## src/rtl/regbus_arbiter.sv

```systemverilog
`default_nettype none
`timescale 1ns/1ps
// ============================================================================
// Module   : regbus_arbiter
// Purpose  : Round-robin two-master arbiter/sequencer for the 8-bit register
//            bus (IDLE -> SETUP -> ACCESS x N -> DONE), registered outputs.
// Revision : 1.0
// ============================================================================
module regbus_arbiter #(
    parameter int ACCESS_CYCLES = 2
) (
    input  logic       i_clk,
    input  logic       i_reset_n,
    input  logic       i_m0_req,
    input  logic       i_m0_we,
    input  logic [6:0] i_m0_addr,
    input  logic [7:0] i_m0_wdata,
    output logic       o_m0_ack,
    output logic [7:0] o_m0_rdata,
    input  logic       i_m1_req,
    input  logic       i_m1_we,
    input  logic [6:0] i_m1_addr,
    input  logic [7:0] i_m1_wdata,
    output logic       o_m1_ack,
    output logic [7:0] o_m1_rdata,
    output logic [4:0] o_slave_addr,
    output logic       o_wr_req,
    output logic [7:0] o_data_wr,
    output logic       o_slave0_sel,
    output logic       o_slave1_sel,
    output logic       o_slave2_sel,
    output logic       o_slave3_sel,
    input  logic [7:0] i_slave0_rdata,
    input  logic [7:0] i_slave1_rdata,
    input  logic [7:0] i_slave2_rdata,
    input  logic [7:0] i_slave3_rdata,
    output logic       o_busy
);

    typedef enum logic [1:0] {
        S_IDLE   = 2'd0,
        S_SETUP  = 2'd1,
        S_ACCESS = 2'd2,
        S_DONE   = 2'd3
    } state_t;

    localparam logic [3:0] c_CNT_LOAD = 4'(ACCESS_CYCLES - 1);

    state_t      state_q;
    logic        last_q;        // 1: master 1 was granted last
    logic        gnt_q;         // 1: master 1 owns the current transfer
    logic        we_q;
    logic [6:0]  addr_q;
    logic [3:0]  cnt_q;
    logic [4:0]  slave_addr_q;
    logic [7:0]  data_wr_q;
    logic        wr_req_q;
    logic [3:0]  sel_q;
    logic        m0_ack_q;
    logic        m1_ack_q;
    logic [7:0]  m0_rdata_q;
    logic [7:0]  m1_rdata_q;
    logic        busy_q;

    logic        w_gnt_m1;
    logic        w_we;
    logic [6:0]  w_addr;
    logic [7:0]  w_wdata;
    logic [3:0]  w_sel;
    logic [7:0]  w_slave_rdata;

    // Master 1 wins only if alone, or on contention when master 0 went last.
    assign w_gnt_m1 = i_m1_req & (~i_m0_req | ~last_q);
    assign w_we     = w_gnt_m1 ? i_m1_we    : i_m0_we;
    assign w_addr   = w_gnt_m1 ? i_m1_addr  : i_m0_addr;
    assign w_wdata  = w_gnt_m1 ? i_m1_wdata : i_m0_wdata;
    assign w_sel    = 4'b0001 << w_addr[6:5];

    always_comb begin
        w_slave_rdata = i_slave0_rdata;
        case (addr_q[6:5])
            2'd0:    w_slave_rdata = i_slave0_rdata;
            2'd1:    w_slave_rdata = i_slave1_rdata;
            2'd2:    w_slave_rdata = i_slave2_rdata;
            default: w_slave_rdata = i_slave3_rdata;
        endcase
    end

    always_ff @(posedge i_clk or negedge i_reset_n) begin
        if (!i_reset_n) begin
            state_q      <= S_IDLE;
            last_q       <= 1'b1;
            gnt_q        <= 1'b0;
            we_q         <= 1'b0;
            addr_q       <= '0;
            cnt_q        <= '0;
            slave_addr_q <= '0;
            data_wr_q    <= '0;
            wr_req_q     <= 1'b0;
            sel_q        <= '0;
            m0_ack_q     <= 1'b0;
            m1_ack_q     <= 1'b0;
            m0_rdata_q   <= '0;
            m1_rdata_q   <= '0;
            busy_q       <= 1'b0;
        end else begin
            m0_ack_q <= 1'b0;
            m1_ack_q <= 1'b0;
            case (state_q)
                S_IDLE: begin
                    if (i_m0_req || i_m1_req) begin
                        gnt_q        <= w_gnt_m1;
                        we_q         <= w_we;
                        addr_q       <= w_addr;
                        slave_addr_q <= w_addr[4:0];
                        data_wr_q    <= w_wdata;
                        sel_q        <= w_sel;
                        busy_q       <= 1'b1;
                        state_q      <= S_SETUP;
                    end
                end
                S_SETUP: begin
                    wr_req_q <= we_q;
                    cnt_q    <= c_CNT_LOAD;
                    state_q  <= S_ACCESS;
                end
                S_ACCESS: begin
                    wr_req_q <= 1'b0;
                    if (cnt_q == 4'd0) begin
                        // Read data is captured for writes as well.
                        if (gnt_q) begin
                            m1_rdata_q <= w_slave_rdata;
                            m1_ack_q   <= 1'b1;
                        end else begin
                            m0_rdata_q <= w_slave_rdata;
                            m0_ack_q   <= 1'b1;
                        end
                        sel_q        <= '0;
                        slave_addr_q <= '0;
                        data_wr_q    <= '0;
                        state_q      <= S_DONE;
                    end else begin
                        cnt_q <= cnt_q - 4'd1;
                    end
                end
                default: begin
                    last_q  <= gnt_q;
                    busy_q  <= 1'b0;
                    state_q <= S_IDLE;
                end
            endcase
        end
    end

    assign o_m0_ack     = m0_ack_q;
    assign o_m1_ack     = m1_ack_q;
    assign o_m0_rdata   = m0_rdata_q;
    assign o_m1_rdata   = m1_rdata_q;
    assign o_slave_addr = slave_addr_q;
    assign o_wr_req     = wr_req_q;
    assign o_data_wr    = data_wr_q;
    assign o_slave0_sel = sel_q[0];
    assign o_slave1_sel = sel_q[1];
    assign o_slave2_sel = sel_q[2];
    assign o_slave3_sel = sel_q[3];
    assign o_busy       = busy_q;

endmodule
`default_nettype wire

```

## config.mk

```make
export PLATFORM = sky130hd
export DESIGN_NAME = regbus_arbiter
export DESIGN_NICKNAME = d
export VERILOG_FILES = /design/src/rtl/regbus_arbiter.sv
export SDC_FILE = /design/constraint.sdc
export NUM_CORES = 1
export LEC_CHECK = 0
export CAP_MARGIN = 40
export CORE_UTILIZATION = 55
export CTS_BUF_LIST = sky130_fd_sc_hd__clkbuf_4 sky130_fd_sc_hd__clkbuf_8 sky130_fd_sc_hd__clkbuf_16
export CTS_CLUSTER_DIAMETER = 150
export DETAILED_ROUTE_END_ITERATION = 7
export DONT_BUFFER_PORTS = 1
export GPL_ROUTABILITY_DRIVEN = 1
export GPL_TIMING_DRIVEN = 0
export HOLD_SLACK_MARGIN = 0.08
export PLACE_DENSITY = 0.7
export SETUP_SLACK_MARGIN = 0.2
export SLEW_MARGIN = 20
export SYNTH_ARGS = -nofsm -noshare
export SYNTH_HDL_FRONTEND = slang
export SYNTH_SLANG_ARGS = --single-unit
```

## constraint.sdc

```tcl
create_clock -name i_clk -period 2.6 [get_ports i_clk]
set_input_delay 0.65 -clock i_clk [delete_from_list [all_inputs] [get_ports i_clk]]
set_output_delay 0.65 -clock i_clk [all_outputs]
set_load 0.02 [all_outputs]
```

Word-level counts from Yosys, hierarchy flattened:

Index checks and enable logic that the tools add are counted.

* register bits after elaboration: 53
* output and inout bits: 37
* word-level logic and storage cells: 72

* add/sub/neg operators: 1
* equality and inequality tests: 7
* shift-type cells: 1
* mux-type cells: 27
* bitwise gates (word level): 6
* reductions and logical operators: 15

Operator list (count)
* $mux 8: 3
* $pmux 8 s3: 1
* $pmux 4 s2: 2
* $pmux 8 s2: 1
* $mux 4: 3
* $mux 5: 2
* $pmux 5 s2: 1
* $reduce_and 3->1: 3
* $mux 1: 8
* $reduce_and 2->1: 4
* $mux 7: 1
* $ne 2x2->1 const B: 3
* $pmux 2 s3: 1
* $eq 2x1->1 const B: 2
* $eq 2x2->1 const B: 2
* $logic_not 2->1: 2
* $logic_not 4->1: 1
* $mux 2: 2
* $not 1->1: 4
* $pmux 1 s2: 2
* $reduce_bool 2->1: 2
* $shl 1x2->4 const A: 1
* $sub 4x1->4 const B: 1
* $reduce_or 3->1: 1
* 4 further kinds: 4

Longest topological paths before layout:

* depth in word-level cells: 7
* mapped depth: 7
* depth with buffers taken out: 5

Worst setup path after synthesis:

OpenSTA, ideal clock, no wires.

* path type: register to register
* start: register cnt_q[0]
* end: register m0_rdata_q[0] (netlist: o_m0_rdata[0])
* library setup time: 0.125 ns
* arrival: 1.674 ns
* data required time: 2.475 ns
* slack: 0.801 ns
* cell stages (with the launch flop): 6
* path buffers: 0
* clock period less this slack: 1.799 ns
* path through: dfrtp_1 -> inv_1 -> ha_1 -> or3b_4 -> nor3_4 -> mux2_2

* longest elaborated chain between the ends: 2

RTL lines
* from (decl): line 54 `logic [3:0] cnt_q;`
* from (signal assigned): line 124 `cnt_q <= c_CNT_LOAD;`
* from (signal assigned): line 143 `cnt_q <= cnt_q - 4'd1;`
* $logic_not 4->1: line 129 `if (cnt_q == 4'd0) begin`
* $reduce_and 3->1 (no source line)
* to (signal assigned): line 135 `m0_rdata_q <= w_slave_rdata;`
* to (decl): line 61 `logic [7:0] m0_rdata_q;`

Every way passes these cells.
A chain may end at the register's enable or synchronous reset.

Final worst setup path:

* start: register cnt_q[0]
* end: register m0_rdata_q[5] (netlist: o_m0_rdata[5])

Same word-level chain as after synthesis.

==> run_results.csv <==
group,metric,value,unit
synth,ys_ff_latch,48,
synth,syn_nets,251,
power,p_per_area,1260,nW/um2
die,ios,105,
synth,syn_area_per_cell,13.5,um2
cts,cts_hold_buf,1,
die,dieArea,4620,um2
finish,n_antenna_cell,0,
setup_path,path_max_fanout,9,
setup_path,cp.required,2.78,ns
global_route,grt_pass1_wl,6870,um
timing,grt_setup_unrepaired,"no",
synth,ys_seq_area_share,50.2,%
cts,cts-buffers-inserted,5,
cts,cts_tree,"yes",
finish,area_growth,7.84,%
setup_path,endpoint_kind,"flop",
setup_path,crit_slowest_cell,"nor3_4",
global_route,antenna_found_initial,0,
drt,drtAntennaViolNets,0,
global_route,grt_max_degree,48,
place,portBuffers,0,
power,p_comb_share,37.0,%
cts,clock-sinks,48,
die,fp.dieW,68.0,um
setup_path,arrival,2.28,ns
place,gp_congestion,0.740,
drt,vias,1481,
cts,htreeDepth,2,
synth,ys_top_cells_by_area,"dfrtp_1 49%, mux2_2 8.9%, mux2i_1 8.8%",
global_route,globalRouteTotalUtil,20.8,%
cts,cts_buffer_depth,2,
timing,fin_ws,0.502,ns
timing,finalSetupTns,0,ns
timing,finalCriticalPeriod,2.10,ns
power,p_int,0.00191,W
setup_path,path_class,"flop to flop",
synth,synth.distinct_cells,36,
place,place_area,2460,um2
power,swShare,41.3,%
drt,wl_per_cell,20.0,um
power,seqPwrFrac,48.6,%
finish,drive_above_1_share,24.7,%
die,die-height,68.0,um
timing,finalHoldViolations,0,
setup_path,critPathMaxStageDelay,0.43,ns
global_route,overflow,0,
drt,vias_per_cell,6.28,
global_route,grt_pass1_vias,1468,
setup_path,rr_worst_depth,5,
timing,finalSetupViolations,0,
cts,cts-root-buf,"clkbuf_8",
place,hpwl,3390,um
drt,drtIter0Drc,69,
synth,synthCells,177,
timing,fin_crit_sh,80.7,%
cts,clk_pin_slew,0.08,ns
cts,post_cts_buffers,0,
worst_hold_path,hold_path_class,"input pin to async pin",
setup_path,critPathLaunchType,"flop",
place,post-place-ws,0.501,ns
timing,whs,0.188,ns
power,power_switching,0.00134,W
die,core_area,4090,um2
timing,tightest_slew,0.620,ns
setup_path,crit_start,"cnt_q[0]$_DFFE_PN0P_",
timing,slew_headroom,58.6,%
setup_path,r2r_slack,0.50,ns
flow_run,cap_violations,0,
timing,drv_slew,0,
cts,cts-resized-gates,0,
drt,drtPass1Iterations,4,
drt,totalWireLength,4730,um
finish,final_area,2580,um2
drt,drc,0,
setup_path,worstPathCellList,"inv_1 > ha_1 > or3b_4 > nor3_4 > mux2_2",
outcome,status,"complete, no violations",
power,peakVddDrop,0.664,mV
timing,fin_worst_skew,0.00389,ns
power,p_leak,1.14,nW
setup_path,r2r-start,"cnt_q[0]$_DFFE_PN0P_",
synth,yosysTopAreaCell,"dfrtp_1",
setup_path,r2r_end,"o_m0_rdata[5]$_DFFE_PN0P_",
synth,synth_top_area_share,49.1,%
timing,fmax,0.477,GHz
power,clockPowerShare,14.3,%
cts,clock_latency,0.29,ns
synth,syn-cell-area,2390,um2
die,start_util,58.6,%
die,rows,23,
finish,final_nets,259,
synth,yosysWarningCount,0,
==> logic make-up after synthesis <==
kind of cell,Yosys count,share of synthesized area [%]
fa+ha+maj,6,3.13
simple gates,28,6.53
mux,48,25.7
compound gates,34,11.1
buf+inv,13,3.34
flops,48,50.2
==> worst max path at each step <==
| stage | slack [ns] | depth (start not counted) | end |
|---|---|---|---|
| 6_report | 0.50 | 5 | o_m0_rdata[5]$_DFFE_PN0P_ |
| 5_1_grt | 0.35 | 6 | o_data_wr[2]$_DFFE_PN0P_ |
| 4_1_cts | 0.50 | 5 | o_m1_rdata[0]$_DFFE_PN0P_ |
| 3_5_place_dp | 0.50 | 5 | o_m1_rdata[0]$_DFFE_PN0P_ |
| 3_3_place_gp | 0.61 | 5 | o_m1_rdata[0]$_DFFE_PN0P_ |
| 2_1_floorplan | 0.80 | 5 | o_m0_rdata[0]$_DFFE_PN0P_ |
==> Yosys cell counts, drive strengths merged <==
master	count
o22ai	3
buf	4
ha	6
nand2b	1
mux4	8
a22oi	1
mux2	19
inv	6
o21ai	5
dfstp	1
or3b	1
o2bb2ai	17
dfrtp	47
nand3	2
a21boi	1
o21a	1
nor2b	6
nand2	9
a22o	1
clkbuf	3
mux2i	21
o211ai	1
nor3	3
a21oi	2
nor3b	1
o22a	1
nor2	5
a31o	1
==> critical path, delay by kind of cell (launching register included) <==
family | cells | cell delay, ns
fa+ha+maj | 1 | 0.20
buf+inv | 1 | 0.12
flops | 1 | 0.41
mux | 1 | 0.41
simple gates | 2 | 0.85
==> metal layers <==
layer  vias to the layer above  global-route usage [%]  wire length (um)
met4                         0                    8.85                66
met3                         7                    7.50               439
met2                        77                    33.8              2350
li1                        679                       -                 -
met5                         -                       0                 0
met1                       718                    24.8              1870
==> flip-flops by register name (all words and copies together), names as in the netlist, 2 cells and up <==
name,count
addr_q,2
cnt_q,4
o_data_wr,8
o_m0_rdata,8
o_m1_rdata,8
o_slave_addr,5
sel_q,4
state_q,2
==> cell usage in the layout (no fill, tap or decap), drive strengths merged, types with 3 or more instances in the layout <==
cell type,count
buf,5
clkbuf,10
dfrtp,47
ha,6
inv,6
mux2,19
mux2i,21
mux4,8
nand2,9
nor2,5
nor2b,6
nor3,3
o21ai,5
o22ai,3
o2bb2ai,17
==> cell type report <==
type                    instances  area [um2]
multi-input cells             116        1110
fillers                       310        1500
repair buffers                  1        27.5
flip-flops and latches         48        1200
clock buffers                   7        90.1
well taps                      50        62.6
plain buffers                   7        57.6
clock inverters                 1        7.51
inverters                       6        22.5
==> metrics by stage <==
| step | util [%] | total power, W | instances |
|---|---|---|---|
| after floorplan | - | 0.00253 | 177 |
| after global placement | 60.1 | 0.00272 | 227 |
| after detailed placement | 60.1 | 0.00280 | 227 |
| after CTS | 63.2 | 0.00328 | 236 |
| after global routing | 63.2 | 0.00347 | 236 |
| final | 63.2 | 0.00325 | 236 |
==> power by group through the flow <==
stage / logic, W / registers, W / clock network [W]
6_report: 0.00120 / 0.00158 / 0.000467
5_1_grt: 0.00134 / 0.00163 / 0.000508
4_1_cts: 0.00122 / 0.00159 / 0.000481
3_5_place_dp: 0.00120 / 0.00160 / 0
3_3_place_gp: 0.00113 / 0.00158 / 0
2_1_floorplan: 0.000996 / 0.00153 / 0
(Power assumes the default switching activity.)
